==> src/rtl/bn128_pkg.sv <==
// Shared BN128 multiexp types: field element, assembled element, dispatcher states.
package bn128_pkg;

    localparam int FE_BITS = 256;

    typedef logic [FE_BITS-1:0] fe_t;

    typedef struct packed {
        fe_t y;
        fe_t x;
        fe_t scalar;
    } multiexp_elem_t;

    typedef enum logic [1:0] {
        RX_S = 2'd0,
        RX_X = 2'd1,
        RX_Y = 2'd2,
        TX   = 2'd3
    } dispatch_state_e;

endpackage

==> src/rtl/multiexp_rr_ptr.sv <==
// Round-robin core pointer modulo NUM_CORES with advance/clear and one-hot decode.
module multiexp_rr_ptr #(
    parameter int NUM_CORES = 4
) (
    input  logic                 i_clk,
    input  logic                 i_rst,
    input  logic                 i_adv,
    input  logic                 i_clr,
    output logic [NUM_CORES-1:0] o_onehot
);
    localparam int PTR_W = (NUM_CORES > 1) ? $clog2(NUM_CORES) : 1;

    logic [PTR_W-1:0] ptr_q, ptr_d;

    always_comb begin
        ptr_d = ptr_q;
        if (i_clr) begin
            ptr_d = '0;
        end else if (i_adv) begin
            ptr_d = (ptr_q == PTR_W'(NUM_CORES - 1)) ? '0 : ptr_q + PTR_W'(1);
        end
    end

    always_ff @(posedge i_clk or negedge i_rst) begin
        if (!i_rst) begin
            ptr_q <= '0;
        end else begin
            ptr_q <= ptr_d;
        end
    end

    assign o_onehot = NUM_CORES'(1) << ptr_q;

endmodule

==> src/rtl/multiexp_dispatch.sv <==
// Assembles {y, x, scalar} from a 3-beat host stream and dispatches each element to the
// next multiexp core in strict round-robin. Option: MULTIEXP_DISPATCH_SKIP_ZERO_EN.
module multiexp_dispatch
    import bn128_pkg::*;
#(
    parameter int NUM_CORES = 4,
    parameter int FLD_BITS  = 256,
    parameter int CNT_BITS  = 32
) (
    input  logic                  i_clk,
    input  logic                  i_rst,
    input  logic [FLD_BITS-1:0]   i_dat,
    input  logic                  i_val,
    input  logic                  i_last,
    output logic                  o_rdy,
    output logic [3*FLD_BITS-1:0] o_elem,
    output logic [NUM_CORES-1:0]  o_val,
    input  logic [NUM_CORES-1:0]  i_core_rdy,
    output logic                  o_batch_done,
    output logic [CNT_BITS-1:0]   o_count,
    output logic                  o_err
);

    function automatic logic [CNT_BITS-1:0] sat_inc(input logic [CNT_BITS-1:0] c);
        return (&c) ? c : c + CNT_BITS'(1);
    endfunction

    dispatch_state_e       state_q, state_d;
    logic [FLD_BITS-1:0]   scalar_q, scalar_d;
    logic [FLD_BITS-1:0]   x_q, x_d;
    logic [FLD_BITS-1:0]   y_q, y_d;
    logic                  last_q, last_d;
    logic                  rdy_q, rdy_d;
    logic [NUM_CORES-1:0]  val_q, val_d;
    logic                  done_q, done_d;
    logic                  err_q, err_d;
    logic [CNT_BITS-1:0]   count_q, count_d;

    logic                  beat, frame_err, y_beat, drop, dispatch, retire_last;
    logic [NUM_CORES-1:0]  tgt_oh;

    assign beat      = i_val && rdy_q;
    assign frame_err = beat && i_last && (state_q == RX_S || state_q == RX_X);
    assign y_beat    = beat && (state_q == RX_Y);
    assign dispatch  = (state_q == TX) && |(i_core_rdy & tgt_oh);

`ifdef MULTIEXP_DISPATCH_SKIP_ZERO_EN
    assign drop = y_beat && (scalar_q == '0);
`else
    assign drop = 1'b0;
`endif

    // A dropped last element still closes the batch.
    assign retire_last = (dispatch && last_q) || (drop && i_last);

    multiexp_rr_ptr #(
        .NUM_CORES(NUM_CORES)
    ) u_rr_ptr (
        .i_clk    (i_clk),
        .i_rst    (i_rst),
        .i_adv    (dispatch || drop),
        .i_clr    (retire_last),
        .o_onehot (tgt_oh)
    );

    always_comb begin
        state_d  = state_q;
        scalar_d = scalar_q;
        x_d      = x_q;
        y_d      = y_q;
        last_d   = last_q;
        unique case (state_q)
            RX_S: if (beat) begin
                if (frame_err) begin
                    state_d = RX_S;
                end else begin
                    scalar_d = i_dat;
                    state_d  = RX_X;
                end
            end
            RX_X: if (beat) begin
                if (frame_err) begin
                    state_d = RX_S;
                end else begin
                    x_d     = i_dat;
                    state_d = RX_Y;
                end
            end
            RX_Y: if (beat) begin
                y_d     = i_dat;
                last_d  = i_last;
                state_d = drop ? RX_S : TX;
            end
            TX: if (dispatch) begin
                state_d = RX_S;
            end
            default: state_d = RX_S;
        endcase

        rdy_d  = (state_d != TX);
        val_d  = (state_d == TX) ? tgt_oh : '0;
        done_d = retire_last;
        err_d  = frame_err;

        // The final count is shown alongside the done pulse, then cleared.
        if (done_q) begin
            count_d = '0;
        end else if (dispatch) begin
            count_d = sat_inc(count_q);
        end else begin
            count_d = count_q;
        end
    end

    always_ff @(posedge i_clk or negedge i_rst) begin
        if (!i_rst) begin
            state_q  <= RX_S;
            scalar_q <= '0;
            x_q      <= '0;
            y_q      <= '0;
            last_q   <= 1'b0;
            rdy_q    <= 1'b0;
            val_q    <= '0;
            done_q   <= 1'b0;
            err_q    <= 1'b0;
            count_q  <= '0;
        end else begin
            state_q  <= state_d;
            scalar_q <= scalar_d;
            x_q      <= x_d;
            y_q      <= y_d;
            last_q   <= last_d;
            rdy_q    <= rdy_d;
            val_q    <= val_d;
            done_q   <= done_d;
            err_q    <= err_d;
            count_q  <= count_d;
        end
    end

    assign o_rdy        = rdy_q;
    assign o_elem       = {y_q, x_q, scalar_q};
    assign o_val        = val_q;
    assign o_batch_done = done_q;
    assign o_count      = count_q;
    assign o_err        = err_q;

endmodule

==> config.mk <==
export PLATFORM = sky130hd
export DESIGN_NAME = multiexp_dispatch
export DESIGN_NICKNAME = d
export VERILOG_FILES = /design/src/rtl/bn128_pkg.sv /design/src/rtl/multiexp_rr_ptr.sv /design/src/rtl/multiexp_dispatch.sv
export SDC_FILE = /design/constraint.sdc
export NUM_CORES = 1
export LEC_CHECK = 0
export BUFFER_PORTS_ARGS = -buffer_cell sky130_fd_sc_hd__buf_4
export CAP_MARGIN = 40
export CORE_AREA = 2 2 422 424
export CTS_CLUSTER_SIZE = 20
export DETAILED_ROUTE_END_ITERATION = 12
export DIE_AREA = 0 0 424 426
export HOLD_SLACK_MARGIN = 0.02
export MAX_ROUTING_LAYER = met4
export PLACE_DENSITY = 0.33
export SYNTH_ARGS = -nofsm -noshare
export SYNTH_HDL_FRONTEND = slang
export SYNTH_HIERARCHICAL = 1
export SYNTH_SLANG_ARGS = --single-unit
==> constraint.sdc <==
create_clock -name i_clk -period 2.9 [get_ports i_clk]
set_clock_uncertainty 0.1 [all_clocks]
set_input_delay 0.29 -clock i_clk [delete_from_list [all_inputs] [get_ports i_clk]]
set_output_delay 0.29 -clock i_clk [all_outputs]
set_load 0.03 [all_outputs]
==> impl_metrics.ini, run 1 <==
[sta]
max-slew-margin-rel_pct = 37.57
worst_hold_slack_ns = 0.1213
final.setup.tns_ns = 0
grt_setup_unrepaired = no
min_period_over_period_pct = 82.45
period_minus_slack_ns = 2.391
slew_violations = 0
worst_pin_slew_ns = 0.9364
setup_violations = 0
hold_viol = 0
max_freq_mhz = 418.2

[synth]
ys_seq_area_share_pct = 66.25
async_reset_ff_share_pct = 100.0
synth_edf_count = 0
yosysTopAreaCell = dfrtp_1
ys_warn_count = 6
syn_area_sq_mm = 0.03067
synthCells = 2403
synthDistinctLibCells = 42
synth_area_leaders = dfrtp_1 (66%), mux2_2 (19%), nand2_1 (9.6%)
syn_avg_cell_area_sq_um = 12.76
yosysMostFrequentCell = dfrtp_1
synth_commonest_cells = dfrtp_1 (812), nand2_1 (787), mux2_2 (514)
synth.top_cell.area_share_pct = 66.25
syn-num-nets = 2672
ys_ff_latch = 812
synth_top_flop_cell = dfrtp_1

[finish]
seq_area_sq_mm = 0.02032
multiInputGateArea_sq_mm = 0.009844
final_cells = 6252
syn_to_final_growth_pct = 58.05
drive_above_1_share_pct = 47.08
final_net_count = 4091
fillers = 18650
fin_util_pct = 27.59

[clock_network]
cts_tree = done
cts_buffers = 103
htree_levels = 3
post-cts-setup-buffers = 0
clk_pin_slew_ns = 0.06
cts-root-buf = clkbuf_16
cts_sinks = 812
clk_path_buf_depth = 3
clock_latency_ns = 0.73
ctsResizeCount = 0

[setup_path]
crit_chain = inv_1, ha_1, a22o_1, o21ba_2, o41ai_4, buf_12, or4_1, a21oi_1
start_kind = flop
r2r_cells = 8
crit_required_ns = 3.43
path_class = flop to flop
crit_path_top_delay_cell = or4_1
path_max_fanout = 44
cpPeakStageDelay_ns = 0.50
rrSetupSlack_ns = 0.51
cp-end-kind = flop
r2r_start = u_rr_ptr/ptr_q[0]$_DFFE_PN0P_
timing.rr.end = o_count[11]$_DFFE_PN0P_
arrival_ns = 2.92

[global_route]
grtUsageTotal_pct = 15.72
grt_pass1_vias = 24990
overflow = 0
grt_antenna_before_repair = 10
grt_max_degree = 112
grt_pass1_wl_mm = 198.5

[place]
port_buffers = 1070
gp_congestion = 0.8180
post-dp-hpwl_mm = 106.8
post-place-cells = 5773

[detailed_routing]
num_vias = 23850
wirelength_mm = 141.9
dr.first_iter.drc_count = 1127
drc = 0
post_drt_wl_per_cell_um = 22.69
antenna_left = 0
drtPass1Iterations = 7
viasPerCell = 3.815

[pwr]
power.density_mw_per_mm2 = 1310
switching_share_pct = 43.42
p_total_mw = 63.52
pwr-share-comb_pct = 48.3
p_int_mw = 35.94
p_leak_nw = 23.43
switching_power_mw = 27.58
max-vdd-ir-drop_uv = 572.3
clkPwrFrac_pct = 20.7
seqPwrFrac_pct = 31.0

[hold_path]
whs_endpoint = u_rr_ptr/ptr_q[0]$_DFFE_PN0P_
hp-class = input port to flop
holdPathStages = 4
min_from = i_core_rdy[0]

[floorplan]
core_sq_mm = 0.1757
core.rowCount = 154
start_util_pct = 17.45
pin_count = 1071
dieWidth_um = 424
die_h_um = 426
dieArea_sq_mm = 0.1806

[flow_run]
max_cap_violations = 0

[outcome]
outcome = finished clean
==> area by class of cell <==
cell class              instances  area share, %
flip-flops and latches        812          41.92
repair buffers               1438          24.60
clock inverters                27         0.6375
diodes                          8        0.04130
multi-input cells            1460          20.31
inverters                       7        0.05420
clock buffers                 160          6.409
well taps                    2340          6.039
==> power groups by stage <==
stage	clock network [mW]	logic, mW	registers [mW]
2_1_floorplan	0	6.16	30.0
3_5_place_dp	0	31.0	19.8
6_report	13.2	30.7	19.7
4_1_cts	13.7	31.4	19.7
3_3_place_gp	0	30.9	19.7
5_1_grt	14.1	32.2	20.4
==> routing by layer <==
layer  vias to the layer above  global-route usage, %  part of all wire (%)
li1                      10870                      -                     -
met1                     12210                  18.16                    40
met2                       629                  26.98                    52
met3                       153                  4.183                   5.7
met4                         0                  3.820                   2.3
met5                         -                      -                     0
==> worst max-delay path: cells and delay by family, from the launching register on <==
| kind | cells | cell delay (ns) |
|---|---|---|
| AOI/OAI and AO/OA | 4 | 0.76 |
| adders and majority gates | 1 | 0.18 |
| and+or+nand+nor | 1 | 0.50 |
| DFF | 1 | 0.41 |
| buffers and inverters | 2 | 0.32 |
==> cells in the final DEF (no fill, tap or decap), types with 2 or more instances in the layout <==
| cell | count |
|---|---|
| o21ai_1 | 12 |
| and3_1 | 8 |
| o31ai_1 | 9 |
| diode_2 | 8 |
| a22o_1 | 2 |
| dlygate4sd3_1 | 283 |
| bufinv_16 | 6 |
| clkbuf_8 | 23 |
| o21ba_2 | 2 |
| buf_4 | 1121 |
| nor2_1 | 6 |
| mux2i_1 | 3 |
| mux2_4 | 2 |
| nand2_4 | 2 |
| nand3_1 | 16 |
| ha_1 | 5 |
| inv_1 | 7 |
| buf_12 | 33 |
| or4_1 | 8 |
| o21ai_0 | 6 |
| mux2_2 | 514 |
| clkbuf_1 | 30 |
| clkbuf_16 | 107 |
| and2_1 | 4 |
| nor2b_1 | 8 |
| dfrtp_1 | 812 |
| nand4_1 | 4 |
| and4_1 | 6 |
| nand2_1 | 785 |
| a21oi_1 | 26 |
| clkinvlp_4 | 2 |
| or3_1 | 16 |
| nor4_2 | 2 |
| clkinv_2 | 17 |
==> how the worst max path moves through the flow <==
stage                             startpoint                 endpoint  slack [ns]  cells past startpoint
4_1_cts                 state_q[1]$_DFF_PN0_  scalar_q[7]$_DFFE_PN0P_        0.44                      5
3_3_place_gp   u_rr_ptr/ptr_q[0]$_DFFE_PN0P_  o_count[11]$_DFFE_PN0P_        0.51                      8
6_report       u_rr_ptr/ptr_q[0]$_DFFE_PN0P_  o_count[11]$_DFFE_PN0P_        0.51                      8
2_1_floorplan         o_count[0]$_DFFE_PN0P_  o_count[16]$_DFFE_PN0P_        0.52                      8
5_1_grt        u_rr_ptr/ptr_q[0]$_DFFE_PN0P_  o_count[15]$_DFFE_PN0P_        0.33                      8
3_5_place_dp   u_rr_ptr/ptr_q[0]$_DFFE_PN0P_  o_count[15]$_DFFE_PN0P_        0.53                      8
==> sequential cells by signal, indices dropped and copies added, names as in the netlist <==
| signal | cells |
|---|---|
| state_q | 2 |
| o_err | 1 |
| u_rr_ptr/ptr_q | 2 |
| scalar_q | 256 |
| o_count | 32 |
| y_q | 256 |
| x_q | 256 |
| o_rdy | 1 |
| last_q | 1 |
| o_val | 4 |
| o_batch_done | 1 |
==> cells by family (layout without fill, tap and decap cells) <==
kind of cell,after synthesis,count (layout),synth area share [%]
AND/OR/NAND/NOR,872,872,11.44
flip-flops,812,812,66.25
multiplexers,519,519,19.07
buffers and inverters,131,1632,1.730
AO/OA/AOI/OAI,63,63,1.285
adder cells (fa/ha/maj),5,5,0.2040
XOR/XNOR,1,1,0.02856
other,0,8,0
==> per-stage QoR <==
step                      setup WS, ns  instance area [sq um]
after floorplan                 0.5232                  30670
after global placement          0.5054                  42190
after detailed placement        0.5250                  42190
after CTS                       0.4418                  48460
after global routing            0.3277                  48470
final                           0.5089                  48480
==> what timing repair did <==
item,CTS,global route
hold endpoints to repair,1285,0
hold buffers,284,0
endpoints found under the setup margin,0,0
(Power assumes the default switching activity.)
==> run 2, diff against run 1 <==
--- a/config.mk
+++ b/config.mk
@@ -13,7 +13,7 @@
 export DIE_AREA = 0 0 424 426
 export HOLD_SLACK_MARGIN = 0.02
 export MAX_ROUTING_LAYER = met4
-export PLACE_DENSITY = 0.33
+export PLACE_DENSITY = 0.34
 export SYNTH_ARGS = -nofsm -noshare
 export SYNTH_HDL_FRONTEND = slang
 export SYNTH_HIERARCHICAL = 1
==> constraint.sdc (replaced) <==
create_clock -name i_clk -period 2 [get_ports i_clk]
set_clock_uncertainty 0.1 [all_clocks]
set_input_delay 0.2 -clock i_clk [delete_from_list [all_inputs] [get_ports i_clk]]
set_output_delay 0.2 -clock i_clk [all_outputs]
set_load 0.03 [all_outputs]
==> run 2 against run 1 <==
The run now ends with negative setup slack left. Via count up 1.4%. Clock-buffer cell count down 2. Clock power up 43%. First-iteration DRC count up 3.9%. Total power up 47%. Non-clock buffer count up 74. Setup slack worse by 0.66 ns. Routed wire length up 7.8%. Sequential share of layout area down 0.91 points. Die area unchanged. Critical path depth unchanged. Critical path type unchanged. Critical endpoint is now u_rr_ptr/ptr_q[0]$_DFFE_PN0P_. Largest power group unchanged. Highest routed layer unchanged.
==> impl_metrics.ini, run 2 (same netlist as run 1, synthesis figures left out) <==
[outcome]
outcome = finished, violations left
violations = negative setup slack

[sta]
grt_setup_unrepaired = yes
setup_violations = 27
max-slew-margin-rel_pct = 45.57
slew_violations = 0
min_period_over_period_pct = 107.7
layout_setup_ws_ns = -0.1535
period_minus_slack_ns = 2.153
max_freq_mhz = 464.4
worst_pin_slew_ns = 0.8137
final.setup.tns_ns = -2.204
hold_viol = 0

[place]
post-dp-hpwl_mm = 119.1
port_buffers = 1070
gp_congestion = 0.8339
post-place-ws_ns = -0.1568

[global_route]
grtUsageTotal_pct = 16.95
grt_pass1_vias = 25490
grt_antenna_before_repair = 12
grt_max_degree = 81
grt_pass1_wl_mm = 209.4
overflow = 0

[setup_path]
arrival_ns = 2.67
crit_required_ns = 2.52
crit_path_top_delay_cell = or4b_1
crit_cells = 8
path_class = flop to flop
r2r_cells = 8
rrSetupSlack_ns = -0.15
worstSetupStartpoint = u_rr_ptr/ptr_q[0]$_DFFE_PN0P_
start_kind = flop
cp-end-kind = flop
crit_family = simple AND/OR/NAND/NOR gates
path_max_fanout = 4
path_buf_inv = 2
timing.rr.end = u_rr_ptr/ptr_q[0]$_DFFE_PN0P_
cpPeakStageDelay_ns = 0.48
r2r_start = u_rr_ptr/ptr_q[0]$_DFFE_PN0P_
crit_chain = inv_4, ha_4, a22o_1, o21ba_4, buf_4, and2_4, or4b_1, o31ai_2

[hold_path]
whs_endpoint = scalar_q[133]$_DFFE_PN0P_
holdPathStages = 4
min_from = i_dat[133]
hp-class = input port to flop

[detailed_routing]
drc = 0
wirelength_mm = 153.0
drt-met1-wl_mm = 60.25
wl_met2_mm = 75.28
wl_met3_mm = 10.96
post_drt_wl_per_cell_um = 24.21
viasPerCell = 3.829
drtPass1Iterations = 4
num_vias = 24200
dr.first_iter.drc_count = 1171
antenna_left = 0
highest_layer = met4

[floorplan]
core_sq_mm = 0.1757
dieArea_sq_mm = 0.1806
pin_count = 1071
start_util_pct = 17.45
die_h_um = 426
dieWidth_um = 424
core.rowCount = 154

[finish]
final_cell_mix = buf_4 (1180), dfrtp_1 (799), nand2_1 (785)
final_net_count = 4165
final_common_cell = buf_4
reg_top3 = scalar_q x256, x_q x256, y_q x256
syn_to_final_growth_pct = 61.68
seq_area_sq_mm = 0.02034
fillers = 18550
multiInputGateArea_sq_mm = 0.01014
drive_above_1_share_pct = 50.09
fin_util_pct = 28.22

[clock_network]
cts_buffers = 103
clock_latency_ns = 0.74
clk_pin_slew_ns = 0.06
cts-root-buf = clkbuf_16
clk_path_buf_depth = 3
htree_levels = 3
cts_tree = done
cts_sinks = 812

[pwr]
max-vdd-ir-drop_uv = 821.7
p_total_mw = 93.56
power.density_mw_per_mm2 = 1887
p_leak_nw = 24.03

[flow_run]
max_cap_violations = 0
[run 2: changes by cell type in the layout (fill, tap and decap cells not counted), sizes merged]
cell,delta
bufinv,-1
inv,+2
clkbuf,-2
diode,-5
clkinv,+1
dlygate4sd3,-19
clkinvlp,-1
buf,+93
[run 2: metal layers]
metal	track usage, %	vias up
met5	-	-
met2	27.72	717
met4	7.058	0
met3	5.211	234
met1	19.17	12250
li1	-	11000
[run 2: cell type report]
class	instances	area share, %
flip-flops and latches	812	41.01
repair buffers	1512	25.75
clock buffers	158	6.126
inverters	7	0.06308
diodes	3	0.01514
multi-input cells	1460	20.45
well taps	2340	5.904
clock inverters	28	0.6863
[run 2: power by group]
group          internal, mW  switching (mW)  total, mW  leakage (nW)
registers              24.2            4.41       28.6          9.92
clock network          11.1            7.84       18.9          1.66
logic                  17.0            29.0       46.0          12.5
total                  52.3            41.2       93.6          24.0
[run 2: timing repair]
action | CTS | global route
setup buffers | 5 | 2
hold endpoints to repair | 1584 | 0
gates resized for setup | 22 | 48
pin swaps | 4 | 8
setup endpoints to repair | 183 | 76
hold buffers | 264 | 0
[run 2: stage by stage]
step           area, sq um  cells  hold WS [ns]
2_1_floorplan        30760   2403       -0.1956
3_3_place_gp         43190   5860       0.03314
3_5_place_dp         43190   5860       0.03347
4_1_cts              49350   6315       0.02771
5_1_grt              49590   6318       0.08841
6_report             49590   6320        0.1167
[run 2: worst max path at each step]
stage	slack, ns	to
final	-0.15	u_rr_ptr/ptr_q[0]$_DFFE_PN0P_
after global routing	-0.23	o_count[11]$_DFFE_PN0P_
after CTS	-0.14	o_count[15]$_DFFE_PN0P_
after detailed placement	-0.16	u_rr_ptr/ptr_q[0]$_DFFE_PN0P_
after global placement	-0.18	o_count[11]$_DFFE_PN0P_
after floorplan	-0.24	o_count[27]$_DFFE_PN0P_
[run 2: worst reg2reg max path, stage by stage, from the launching register on]
cell	delay, ns
dfrtp_2	0.43
inv_4	0.07
ha_4	0.16
a22o_1	0.25
o21ba_4	0.22
buf_4	0.13
and2_4	0.13
or4b_1	0.48
o31ai_2	0.08
==> run 3, diff against run 2 <==
--- a/config.mk
+++ b/config.mk
@@ -5,15 +5,16 @@
 export SDC_FILE = /design/constraint.sdc
 export NUM_CORES = 1
 export LEC_CHECK = 0
+export ABC_AREA = 1
 export BUFFER_PORTS_ARGS = -buffer_cell sky130_fd_sc_hd__buf_4
 export CAP_MARGIN = 40
-export CORE_AREA = 2 2 422 424
+export CORE_AREA = 2 2 420 422
 export CTS_CLUSTER_SIZE = 20
 export DETAILED_ROUTE_END_ITERATION = 12
-export DIE_AREA = 0 0 424 426
+export DIE_AREA = 0 0 422 424
 export HOLD_SLACK_MARGIN = 0.02
 export MAX_ROUTING_LAYER = met4
-export PLACE_DENSITY = 0.34
+export PLACE_DENSITY = 0.35
 export SYNTH_ARGS = -nofsm -noshare
 export SYNTH_HDL_FRONTEND = slang
 export SYNTH_HIERARCHICAL = 1
==> run 3 against run 2 <==
The run now ends clean. Sequential share of layout area increased by 1.1 points. Via count rose by 10%. Total power decreased by 3.8%. First-iteration DRC count rose by 41%. Global-route usage is 0.29 points lower. Critical path depth decreased by 7. Critical endpoint is now o_elem[650]. Design area down 2.6%. Die area decreased by 0.94%. Final cell count rose by 10%.
==> impl_metrics.ini, run 3 <==
[floorplan]
die_h_um = 424
core.rowCount = 154
start_util_pct = 17.34
dieArea_sq_mm = 0.1789
dieWidth_um = 422
pin_count = 1071
core_sq_mm = 0.1750

[detailed_routing]
drc = 0
viasPerCell = 3.834
highest_layer = met4
post_drt_wl_per_cell_um = 21.38
antenna_left = 0
drtPass1Iterations = 5
num_vias = 26710
wl_met2_mm = 73.71
wirelength_mm = 148.9
wl_met3_mm = 8.838
dr.first_iter.drc_count = 1646
drt-met1-wl_mm = 60.53

[setup_path]
cp-end-kind = output pin
path_max_fanout = 2
arrival_ns = 1.56
crit_family = flip-flops
path_buf_inv = 1
crit_required_ns = 1.70
crit_path_top_delay_cell = dfrtp_1
start_kind = flop
cpPeakStageDelay_ns = 0.57
path_class = flop to output pin
crit_chain = buf_4

[synth]
async_reset_ff_share_pct = 100.0
synthCells = 3144
synth_top_flop_cell = dfrtp_1
synth.top_cell.area_share_pct = 66.97
yosysTopAreaCell = dfrtp_1
syn_avg_cell_area_sq_um = 9.651
synthDistinctLibCells = 23
syn-num-nets = 3413
ys_seq_area_share_pct = 66.97
synth_area_leaders = dfrtp_1 (67%), o21ai_0 (13%), nand2_1 (11%)
syn_area_sq_mm = 0.03034
yosysMostFrequentCell = nand2_1
ys_warn_count = 6
synth_edf_count = 0
ys_ff_latch = 812
synth_commonest_cells = nand2_1 (925), dfrtp_1 (812), o21ai_0 (794)

[finish]
drive_above_1_share_pct = 29.96
final_net_count = 4806
syn_to_final_growth_pct = 59.23
final_common_cell = buf_4
fin_util_pct = 27.61
final_cell_mix = buf_4 (1151), nand2_1 (924), dfrtp_1 (809)
reg_top3 = scalar_q x256, x_q x256, y_q x256

[pwr]
pwr-share-comb_pct = 47.1
seqPwrFrac_pct = 31.9
switching_power_mw = 40.87
power.density_mw_per_mm2 = 1863
p_int_mw = 49.14
max-vdd-ir-drop_uv = 824.7
clkPwrFrac_pct = 21.0
switching_share_pct = 45.40
p_leak_nw = 24.26

[place]
gp_congestion = 0.8586
port_buffers = 1070
post-dp-hpwl_mm = 115.1
post-place-ws_ns = 0.08877

[clock_network]
cts_sinks = 812
cts-root-buf = clkbuf_16
htree_levels = 3
clk_pin_slew_ns = 0.06
cts_tree = done
cts_buffers = 101
clock_latency_ns = 0.72
clk_path_buf_depth = 3

[global_route]
overflow = 0
grt_max_degree = 93
grt_antenna_before_repair = 15
grt_pass1_wl_mm = 208.3
grtUsageTotal_pct = 16.65
grt_pass1_vias = 27010

[sta]
min_period_over_period_pct = 93.23
setup_violations = 0
worst_pin_slew_ns = 0.6409
grt_setup_unrepaired = no
layout_setup_ws_ns = 0.1353
final.setup.tns_ns = 0
hold_viol = 0
max-slew-margin-rel_pct = 57.28
max_freq_mhz = 536.3
period_minus_slack_ns = 1.865
slew_violations = 0

[hold_path]
hp-class = input port to async pin

[flow_run]
max_cap_violations = 0

[outcome]
outcome = finished clean
-- run 3: worst paths after layout --
| kind | startpoint | end | slack [ns] | cells past startpoint |
|---|---|---|---|---|
| worst min register to register | scalar_q[164]$_DFFE_PN0P_ | scalar_q[164]$_DFFE_PN0P_ | 0.38 | 2 |
| worst max register to register | u_rr_ptr/ptr_q[1]$_DFFE_PN0P_ | o_count[9]$_DFFE_PN0P_ | 0.15 | 12 |
| max in group asynchronous | i_rst | y_q[13]$_DFFE_PN0P_ | 0.78 | 3 |
| worst min-delay path | i_rst | y_q[234]$_DFFE_PN0P_ | 0.10 | 3 |
| worst max-delay path | y_q[138]$_DFFE_PN0P_ | o_elem[650] | 0.14 | 1 |
| min in group i_clk | i_dat[72] | y_q[72]$_DFFE_PN0P_ | 0.21 | 4 |
-- run 3: cell type report --
type / instances / area, sq um
Sequential cell: 812 / 20320
Fill cell: 19010 / 126600
Clock inverter: 26 / 307.8
Tap cell: 2340 / 2928
Inverter: 295 / 1111
Multi-Input combinational cell: 1859 / 8224
Clock buffer: 160 / 3072
Antenna cell: 7 / 17.52
Timing Repair Buffer: 1468 / 12330
-- run 3: metrics by stage --
step	hold slack, ns	instances	power, mW	area, sq um
final	0.1045	6967	90.01	48310
after detailed placement	0.03787	6505	71.48	42170
after global routing	0.1125	6961	94.99	48300
after floorplan	-0.1956	3144	50.42	30340
after global placement	0.04147	6505	71.22	42170
after CTS	0.05989	6956	91.50	48200
-- run 3: cells by family (layout without fill, tap and decap cells) --
kind of cell | Yosys count | count (layout) | synth area share, %
compound gates | 797 | 797 | 13.17
xor+xnor | 8 | 8 | 0.2309
fa+ha+maj | 5 | 5 | 0.2062
buf+inv | 473 | 1949 | 6.132
flops | 812 | 812 | 66.97
other cells | 0 | 7 | 0
simple gates | 1049 | 1049 | 13.29
-- run 3: layer usage --
layer	up-vias	global-route usage (%)
met4	0	6.786
li1	12810	-
met2	724	27.39
met3	209	4.047
met1	12970	19.47
met5	-	-
-- run 3: power by group through the flow --
stage | Combinational, mW | Clock, mW | Sequential (mW)
finish | 42.4 | 18.9 | 28.7
global placement | 42.5 | 0 | 28.7
floorplan | 7.54 | 0 | 42.9
CTS | 43.2 | 19.6 | 28.7
global route | 45.1 | 20.3 | 29.6
detailed placement | 42.7 | 0 | 28.8
-- run 3: what timing repair did --
action / 4_1_cts / 5_1_grt
hold buffers: 265 / 0
gates resized for setup: 0 / 11
setup buffers: 0 / 2
endpoints found under the hold margin: 1568 / 0
endpoints found under the setup margin: 0 / 31
